[config.mk]
export PLATFORM = sky130hd
export DESIGN_NAME = bram_image_reader
export DESIGN_NICKNAME = d
export VERILOG_FILES = /design/src/rtl/nn_input_pkg.sv /design/src/rtl/pixel_skid_fifo.sv /design/src/rtl/bram_image_reader.sv
export SDC_FILE = /design/constraint.sdc
export NUM_CORES = 1
export LEC_CHECK = 0
export ABC_CLOCK_PERIOD_IN_PS = 4570
export BUFFER_PORTS_ARGS = -buffer_cell sky130_fd_sc_hd__buf_2
export CAP_MARGIN = 20
export CORE_MARGIN = 4
export CORE_UTILIZATION = 54
export CTS_BUF_LIST = sky130_fd_sc_hd__clkbuf_8
export DETAILED_ROUTE_END_ITERATION = 7
export GPL_ROUTABILITY_DRIVEN = 0
export GPL_TIMING_DRIVEN = 0
export HOLD_SLACK_MARGIN = 0.12
export PLACE_DENSITY = 0.74
export SYNTH_ARGS = -nofsm -noshare
export SYNTH_HDL_FRONTEND = slang
export SYNTH_SLANG_ARGS = --single-unit
[constraint.sdc]
create_clock -name clk -period 4.57 [get_ports clk]
set_input_delay 1.371 -clock clk [delete_from_list [all_inputs] [get_ports clk]]
set_output_delay 1.371 -clock clk [all_outputs]
set_load 0.02 [all_outputs]
[src/rtl/nn_input_pkg.sv]
// Shared types and image geometry for the neural-network input path.
package nn_input_pkg;

  localparam int unsigned IMG_W      = 28;
  localparam int unsigned IMG_H      = 28;
  localparam int unsigned IMG_PIXELS = IMG_W * IMG_H;

  typedef logic [7:0]  pixel_t;
  typedef logic [15:0] addr_t;

  typedef enum logic [2:0] {
    IDLE,
    REQ,
    STREAM,
    DRAIN,
    DONE
  } reader_state_e;

endpackage

[src/rtl/pixel_skid_fifo.sv]
// Shift-register FIFO for pixels plus last flag; the head always sits in entry 0,
// so the streamed pixel comes straight from a register.
module pixel_skid_fifo #(
  parameter int unsigned DATA_W = 8,
  parameter int unsigned DEPTH  = 2,
  localparam int unsigned CNT_W = $clog2(DEPTH + 1)
) (
  input  logic              clk,
  input  logic              rst_n,
  input  logic              push,
  input  logic [DATA_W-1:0] push_data,
  input  logic              push_last,
  input  logic              pop,
  output logic [DATA_W-1:0] head_data,
  output logic              head_last,
  output logic              head_valid,
  output logic [CNT_W-1:0]  count
);

  logic [DATA_W-1:0] mem [DEPTH];
  logic [DEPTH-1:0]  last_q;
  logic [CNT_W-1:0]  wr_idx;
  logic [CNT_W-1:0]  count_next;

  always_comb begin
    wr_idx     = count - CNT_W'(pop);
    count_next = count + CNT_W'(push) - CNT_W'(pop);
  end

  // Pop shifts everything down; a push lands behind the surviving entries.
  // Last flags of empty slots are cleared so a stale flag never reaches the head.
  always_ff @(posedge clk or negedge rst_n) begin
    if (!rst_n) begin
      for (int i = 0; i < int'(DEPTH); i++) mem[i] <= '0;
      last_q     <= '0;
      count      <= '0;
      head_valid <= 1'b0;
    end else begin
      count      <= count_next;
      head_valid <= (count_next != '0);
      if (pop) begin
        for (int i = 0; i < int'(DEPTH) - 1; i++) begin
          mem[i]    <= mem[i+1];
          last_q[i] <= (CNT_W'(i + 1) < count) & last_q[i+1];
        end
        last_q[DEPTH-1] <= 1'b0;
      end
      if (push) begin
        for (int i = 0; i < int'(DEPTH); i++) begin
          if (wr_idx == CNT_W'(i)) begin
            mem[i]    <= push_data;
            last_q[i] <= push_last;
          end
        end
      end
    end
  end

  assign head_data = mem[0];
  assign head_last = last_q[0];

endmodule

[src/rtl/bram_image_reader.sv]
// Reads one stored image out of BRAM per image_written rising edge and streams
// it as a valid/ready pixel stream, hiding the BRAM read latency behind a small FIFO.
module bram_image_reader
  import nn_input_pkg::reader_state_e, nn_input_pkg::IDLE, nn_input_pkg::REQ,
         nn_input_pkg::STREAM, nn_input_pkg::DRAIN, nn_input_pkg::DONE;
#(
  parameter int unsigned ADDR_W     = 16,
  parameter int unsigned DATA_W     = 8,
  parameter int unsigned IMG_PIXELS = 784,
  parameter int unsigned RD_LATENCY = 1,
  parameter int unsigned FIFO_DEPTH = 2
) (
  input  logic              clk,
  input  logic              rst_n,
  input  logic              image_written,
  output logic              read_request,
  input  logic              read_enable,
  output logic [ADDR_W-1:0] addr,
  input  logic [DATA_W-1:0] data_in,
  output logic [DATA_W-1:0] pix_data,
  output logic              pix_valid,
  input  logic              pix_ready,
  output logic              pix_last,
  output logic              frame_done,
  output logic              busy
);

  localparam int unsigned SUM_W = $clog2(FIFO_DEPTH + RD_LATENCY + 2);
  localparam int unsigned CNT_W = $clog2(FIFO_DEPTH + 1);
  localparam logic [ADDR_W-1:0] LAST_ADDR = ADDR_W'(IMG_PIXELS - 1);

  reader_state_e         state;
  logic                  iw_q;
  logic [RD_LATENCY-1:0] pipe_v;
  logic [RD_LATENCY-1:0] pipe_l;
  logic [CNT_W-1:0]      fifo_count;
  logic                  fifo_push;
  logic                  fifo_pop;
  logic                  credit_ok;
  logic                  issue;
  logic [SUM_W-1:0]      in_flight;
  logic [SUM_W-1:0]      in_flight_n;

  always_comb begin
    in_flight = '0;
    for (int i = 0; i < int'(RD_LATENCY); i++) in_flight = in_flight + SUM_W'(pipe_v[i]);
  end

  // A pixel leaving the FIFO this cycle frees a slot, which keeps 1 pixel/cycle.
  assign fifo_push   = pipe_v[RD_LATENCY-1];
  assign fifo_pop    = pix_valid & pix_ready;
  assign credit_ok   = (SUM_W'(fifo_count) + in_flight) < (SUM_W'(FIFO_DEPTH) + SUM_W'(fifo_pop));
  assign issue       = (state == STREAM) & read_enable & credit_ok;
  assign in_flight_n = in_flight - SUM_W'(fifo_push) + SUM_W'(issue);

  always_ff @(posedge clk or negedge rst_n) begin
    if (!rst_n) begin
      pipe_v <= '0;
      pipe_l <= '0;
    end else begin
      pipe_v[0] <= issue;
      pipe_l[0] <= issue & (addr == LAST_ADDR);
      for (int i = 1; i < int'(RD_LATENCY); i++) begin
        pipe_v[i] <= pipe_v[i-1];
        pipe_l[i] <= pipe_l[i-1];
      end
    end
  end

  always_ff @(posedge clk or negedge rst_n) begin
    if (!rst_n) begin
      state        <= IDLE;
      iw_q         <= 1'b0;
      read_request <= 1'b0;
      addr         <= '0;
      frame_done   <= 1'b0;
      busy         <= 1'b0;
    end else begin
      iw_q       <= image_written;
      frame_done <= 1'b0;
      case (state)
        IDLE: begin
          if (image_written && !iw_q) begin
            state        <= REQ;
            read_request <= 1'b1;
            busy         <= 1'b1;
          end
        end
        REQ: begin
          if (read_enable) begin
            state <= STREAM;
            addr  <= '0;
          end
        end
        STREAM: begin
          if (issue) begin
            if (addr == LAST_ADDR) state <= DRAIN;
            else                   addr  <= addr + ADDR_W'(1);
          end
        end
        DRAIN: begin
          // Hold read ownership until every outstanding read has returned.
          read_request <= (in_flight_n != '0);
          if (fifo_pop && pix_last) begin
            state      <= DONE;
            frame_done <= 1'b1;
          end
        end
        DONE: begin
          state        <= IDLE;
          addr         <= '0;
          busy         <= 1'b0;
          read_request <= 1'b0;
        end
        default: state <= IDLE;
      endcase
    end
  end

  pixel_skid_fifo #(
    .DATA_W (DATA_W),
    .DEPTH  (FIFO_DEPTH)
  ) u_fifo (
    .clk        (clk),
    .rst_n      (rst_n),
    .push       (fifo_push),
    .push_data  (data_in),
    .push_last  (pipe_l[RD_LATENCY-1]),
    .pop        (fifo_pop),
    .head_data  (pix_data),
    .head_last  (pix_last),
    .head_valid (pix_valid),
    .count      (fifo_count)
  );

endmodule

==> qor.csv, run 1 <==
metric,value,unit
status,"complete, no violations",
Hold Path Class,reg2reg,
Area Overhead vs Synth,16.37,%
# port buffers,41,
max-cap check violation count,0,
worst path cell trace,buf_2 -> nand2_1 -> inv_1 -> clkbuf_1 -> ha_1 -> xnor2_1 -> and3_1 -> clkbuf_1 -> mux2_2,
detailed-route wire length per cell,14.77,µm
CTS max path bufs,2,
clk_skew,0.008461,ns
vias per cell,5.700,
RSZ-0062 raised after global routing,no,
Hold Path End,busy,
reg2reg end,u_fifo.mem[5],
worst skew pair latency,0.30,ns
#FFs+latches synth,46,
post-CTS sizing,0,
Slew headroom,36.55,%
most frequent cell after synthesis,dfrtp_1,
cts bufs inserted,5,
Hold Buf Count CTS,0,
Final ANT Viol Nets,0,
Die Wd,73.07,µm
combinational share of power,45.2,%
period utilization,77.02,%
first-pass GRT wire length,7969,µm
Slew Limit Fails,0,
NetSw,627.2,µW
syn nets,248,
Post-synth EDFFs,0,
Chip Height,73.07,µm
worst r2r src,u_fifo.head_valid,
routed vias,1881,
Post-CTS Setup Bufs,0,
clock power share,15.6,%
VDD IR max,0.3694,mV
Pint,950.6,µW
endpoints failing setup,0,
fin crit period,3.520,ns
initial antenna violation count,0,
Final Core Density,65.56,%
R2R setup slack,1.79,ns
CP endpoint kind,flip-flop,
Area contributors post-synth,"dfrtp_1 (50%), nor2_1 (4.3%), mux2_2 (3.9%), mux2i_1 (3.5%), buf_4 (3.3%)",
vias in the first global route,1677,
I/O pin cnt,42,
CP max stage cell,clkbuf_1,
asr flop ratio synth,100.0,%
"most used cell, CP",clkbuf_1,
nets@finish,297,
"Max FO, Critical Path",10,
met1 WL,2311,µm
Clock Sinks,46,
Post-synth top cells,"dfrtp_1 (46), nor2_1 (26), nand2_1 (18)",
total leakage power,1.284,nW
sequential-to-total area share from yosys stat,50.36,%
Syn Area/Cell,9.939,µm²
Worst EP arrival,3.71,ns
final wirelength,4875,µm
top_reg_cell synth,dfrtp_1,
Critical Path RT,4.76,ns
met3 wire length,201,µm
largest net degree at the start of global routing,47,
Worst setup SP type,primary input,
GRT Resource Usage Total,19.49,%
Starting Density,56.34,%
final hold vios,0,
Cell Pwr Density,593.2,nW/µm²
CP Launch Point,pix_ready,
Synth Instances,230,
row count,23,
f_max,0.2841,GHz
Hold Crit Depth,2,
critical path type,in2reg,
total grt overflow,0,
core area,4058,µm²
Detailed Place HPWL,3432,µm
share of cells above drive strength 1,25.71,%
number of warnings issued by yosys,0,
setup tns final,0,ns
post-synthesis cell type count,42,
htree depth,2,
register share of total power,39.2,%
drt pass-1 iters,4,
FILL cells,341,
Hold Path Origin,busy,
top cell type's share of synthesized area,50.36,%
switching share of power,39.75,%
R2R depth,8,
cell taking the most area after synthesis,dfrtp_1,
CP peak stage delay,0.55,ns
Die ar.,5338,µm²
synthesized area,2286,µm²
CTS tree,built,
slew of the pin with the lowest slew margin,0.9394,ns
initial DRC count,79,
DR DRC count,0,
Clk Tree Root Cell,clkbuf_8,
clock-pin slew on the worst setup and hold paths,0.09,ns
DR WL met2,2286,µm
Antenna diodes,0,
uppermost layer routed,met4,
sequential cells by signal (all words and copies together) (netlist names):
signal             flops
addr                  16
u_fifo.head_data       8
u_fifo.mem             8
state                  3
u_fifo.count           2
u_fifo.last_q          2
busy                   1
fifo_push              1
frame_done             1
iw_q                   1
pipe_l                 1
read_request           1
u_fifo.head_valid      1
worst max-delay path by stage:
| stage | end | slack [ns] |
|---|---|---|
| 2_1_floorplan | u_fifo.mem[0] | 1.25 |
| 3_3_place_gp | u_fifo.mem[0] | 0.74 |
| 3_5_place_dp | u_fifo.mem[6] | 0.74 |
| 4_1_cts | u_fifo.mem[5] | 1.06 |
| 5_1_grt | u_fifo.mem[5] | 0.88 |
| 6_report | u_fifo.mem[5] | 1.05 |
cells by family (layout without fill, tap and decap cells):
kind of cell,count (synthesis),count (layout),share of synthesized area (%)
buffers and inverters,25,75,6.075
AND/OR/NAND/NOR,82,82,17.90
AO/OA/AOI/OAI,54,54,14.72
flip-flops,46,46,50.36
XOR/XNOR,2,2,0.7664
multiplexers,16,16,7.444
adder cells (fa/ha/maj),5,5,2.737
through the flow:
stage               hold WS [ns]  total power, mW  std cells  instance area, µm²  setup slack, ns
floorplan                 0.4505            1.144        230                2286            1.250
global placement          0.4771            1.313        321                2554           0.7403
detailed placement        0.4975            1.339        321                2554           0.7415
CTS                       0.5165            1.586        329                2640            1.058
global route              0.5433            1.691        330                2660           0.8762
finish                    0.5086            1.578        330                2660            1.050
final cells by class:
cell class	instances	area, µm²	share of cell area, %
timing repair buffer	42	225.2	8.467
inverter	9	33.78	1.270
tap	50	62.56	2.352
clock buffer	5	68.82	2.587
multi-input combinational	159	996.0	37.44
clock inverter	3	17.52	0.6585
buffer	16	105.1	3.951
sequential	46	1151	43.27
routing by layer:
layer  vias to the layer above  global-route usage, %
met2                        52                  29.29
met5                         -                      0
li1                        912                      -
met3                         8                  3.306
met1                       909                  27.66
met4                         0                  8.607
power groups by stage:
stage                     clock [mW]  combinational, mW  sequential, mW
after floorplan                    0              0.503           0.640
after global routing           0.266              0.788           0.636
after detailed placement           0              0.713           0.626
after CTS                      0.252              0.716           0.619
final                          0.246              0.713           0.619
after global placement             0              0.694           0.618
cell usage in the layout, fill, tap and decap left out, drive strengths merged, types with 2 or more instances in the layout:
cell / count
clkbuf: 10
mux2: 8
a211oi: 3
buf: 53
mux2i: 8
inv: 10
o41ai: 2
clkinv: 2
ha: 5
nor4: 3
a21o: 2
xnor2: 2
and3: 2
and2: 3
nand2: 18
nor3: 3
nand3b: 2
a21oi: 11
or4: 3
nand4: 2
nor2: 26
a31oi: 3
nand3: 10
o21ai: 23
nand2b: 3
nor3b: 2
dfrtp: 46
o31ai: 5
critical path: cells and delay by family:
family        cells  cell delay, ns
xor+xnor          1            0.18
simple gates      2            0.28
buf+inv           4            1.18
mux               1            0.40
fa+ha+maj         1            0.28
(Power assumes the default switching activity.)
==> inputs of run 2 (changes only) <==
- ABC_CLOCK_PERIOD_IN_PS: 4570 -> 2900
- CORE_UTILIZATION: 54 -> 52
- clock period: 4.57 -> 2.9 ns (I/O delays scaled with it)
==> run 2 against run 1 <==
Net effect: sequential power increased by 58%; die area increased by 3.4%; clock power increased by 79%; critical path depth decreased by 1; non-clock buffer count increased by 7; routed wire length increased by 5.5%.
==> qor.csv, run 2 (synthesis gave the netlist of run 1 again) <==
metric,value,unit,change
fin crit period,2.840,ns,
final hold vios,0,,unchanged
reg2reg end,u_fifo.mem[0],,
slew of the pin with the lowest slew margin,1.016,ns,+0.07702 ns
DR DRC count,0,,unchanged
period utilization,97.93,%,
CP endpoint kind,flip-flop,,
Antenna diodes,0,,unchanged
Slew headroom,31.35,%,-5.2 points
Clock Sinks,46,,unchanged
Setup WS pre-CTS,-0.4494,ns,-1.191 ns
R2R depth,7,,-1
htree depth,2,,unchanged
share of cells above drive strength 1,28.92,%,+3.2 points
Hold Path Class,reg2reg,,
cts bufs inserted,5,,unchanged
vias per cell,5.647,,-0.93%
Hold Crit Depth,2,,unchanged
"commonest non-fill, non-tap cell in the layout",dfrtp_1,,
Starting Density,55.55,%,-0.79 points
met1 Usage GRT,28.01,%,+0.35 points
Clk Tree Root Cell,clkbuf_8,,
drt pass-1 iters,5,,+1
routed vias,1903,,+1.2%
clk_skew,0.009202,ns,+0.0007412 ns
Detailed Place HPWL,3438,µm,+0.19%
f_max,0.3521,GHz,
Hold Path Origin,busy,,
critical path type,in2reg,,
Critical Path RT,3.09,ns,-1.67 ns
worst r2r src,u_fifo.head_valid,,
initial antenna violation count,0,,unchanged
core area,4115,µm²,+1.4%
Chip Height,74.30,µm,+1.7%
Hold Path End,busy,,
largest net degree at the start of global routing,47,,unchanged
Slew Limit Fails,0,,unchanged
post-route worst setup slack,0.06013,ns,-0.9901 ns
R2R setup slack,0.31,ns,-1.48 ns
CTS tree,built,,
Worst EP arrival,3.03,ns,-0.68 ns
"Max FO, Critical Path",10,,unchanged
Area Overhead vs Synth,20.36,%,
endpoints failing setup,0,,unchanged
total grt overflow,0,,unchanged
Pwr Total,2.608,mW,+65%
setup tns final,0,ns,unchanged
worst skew pair latency,0.30,ns,about the same
row count,23,,unchanged
GR peak layer,met2,,
Cell Pwr Density,948.0,nW/µm²,+60%
total leakage power,1.325,nW,+3.2%
met3 global-route usage,3.649,%,+0.34 points
detailed-route wire length per cell,15.27,µm,+3.3%
CTS max path bufs,2,,unchanged
clock-pin slew on the worst setup and hold paths,0.09,ns,about the same
Largest register FFs,16,,unchanged
Die ar.,5520,µm²,+3.4%
Top reg by flops,addr,,
# port buffers,41,,unchanged
first-pass GRT wire length,8017,µm,+0.60%
Die Wd,74.30,µm,+1.7%
most frequent cells in the layout,"dfrtp_1 (46), buf_2 (41), nor2_1 (26)",,
GR Layer Usage met2,28.35,%,-0.95 points
max-cap check violation count,0,,unchanged
status,"complete, no violations",,
vias in the first global route,1684,,+0.42%
final wirelength,5145,µm,+5.5%
initial DRC count,151,,+91%
GRT Resource Usage Total,18.96,%,-0.53 points
Worst setup SP type,primary input,,
I/O pin cnt,42,,unchanged
VDD IR max,0.4499,mV,+22%
Final ANT Viol Nets,0,,unchanged
nets@finish,304,,+2.4%
-- run 2: where the power goes --
| part | leakage, nW | switching, mW | internal (mW) |
|---|---|---|---|
| clock network | 0.0544 | 0.221 | 0.219 |
| logic | 0.679 | 0.662 | 0.528 |
| registers | 0.592 | 0.141 | 0.838 |
| total | 1.32 | 1.02 | 1.58 |
-- run 2: through the flow --
step | instances | area [µm²] | hold WS [ns] | utilization, %
3_3_place_gp | 321 | 2554 | 0.4749 | 62.06
5_1_grt | 337 | 2751 | 0.5341 | 66.86
3_5_place_dp | 321 | 2554 | 0.4826 | 62.06
6_report | 337 | 2751 | 0.4966 | 66.86
2_1_floorplan | 230 | 2286 | 0.4505 | -
4_1_cts | 328 | 2655 | 0.5026 | 64.52
-- run 2: critical path: stages --
cell and delay [ns]:
buf_2 0.11, nand2_1 0.14, clkinvlp_4 0.22, ha_1 0.25, xnor2_1 0.35, and3_1 0.21
clkbuf_1 0.44, mux2_2 0.42
-- run 2: cell type report --
type,count,area [µm²]
buffer,15,101.3
clock buffer,7,96.34
clock inverter,1,8.758
fill,321,1364
inverter,9,37.54
multi-input combinational,159,1001
sequential,46,1151
tap,50,62.56
timing repair buffer,50,292.8
-- run 2: how the worst max path moves through the flow --
stage	slack (ns)	depth (start not counted)	to	startpoint
floorplan	0.08	8	u_fifo.mem[0]	pix_ready
global placement	-0.45	9	u_fifo.mem[3]	pix_ready
detailed placement	-0.45	9	u_fifo.mem[5]	pix_ready
CTS	0.11	8	u_fifo.mem[5]	pix_ready
global route	-0.03	8	u_fifo.mem[0]	pix_ready
finish	0.06	8	u_fifo.mem[0]	pix_ready
-- run 2: timing repair --
item	CTS	global route
resized for setup	0	2
pin swaps	0	0
setup buffers	0	8
endpoints found under the setup margin	8	9
hold buffers	0	0
-- run 2: per-layer routing --
layer / vias up / share of wire [%]
li1: 920 / -
met1: 893 / 45
met2: 81 / 46
met3: 9 / 7.1
met4: 0 / 2.0
met5: - / 0
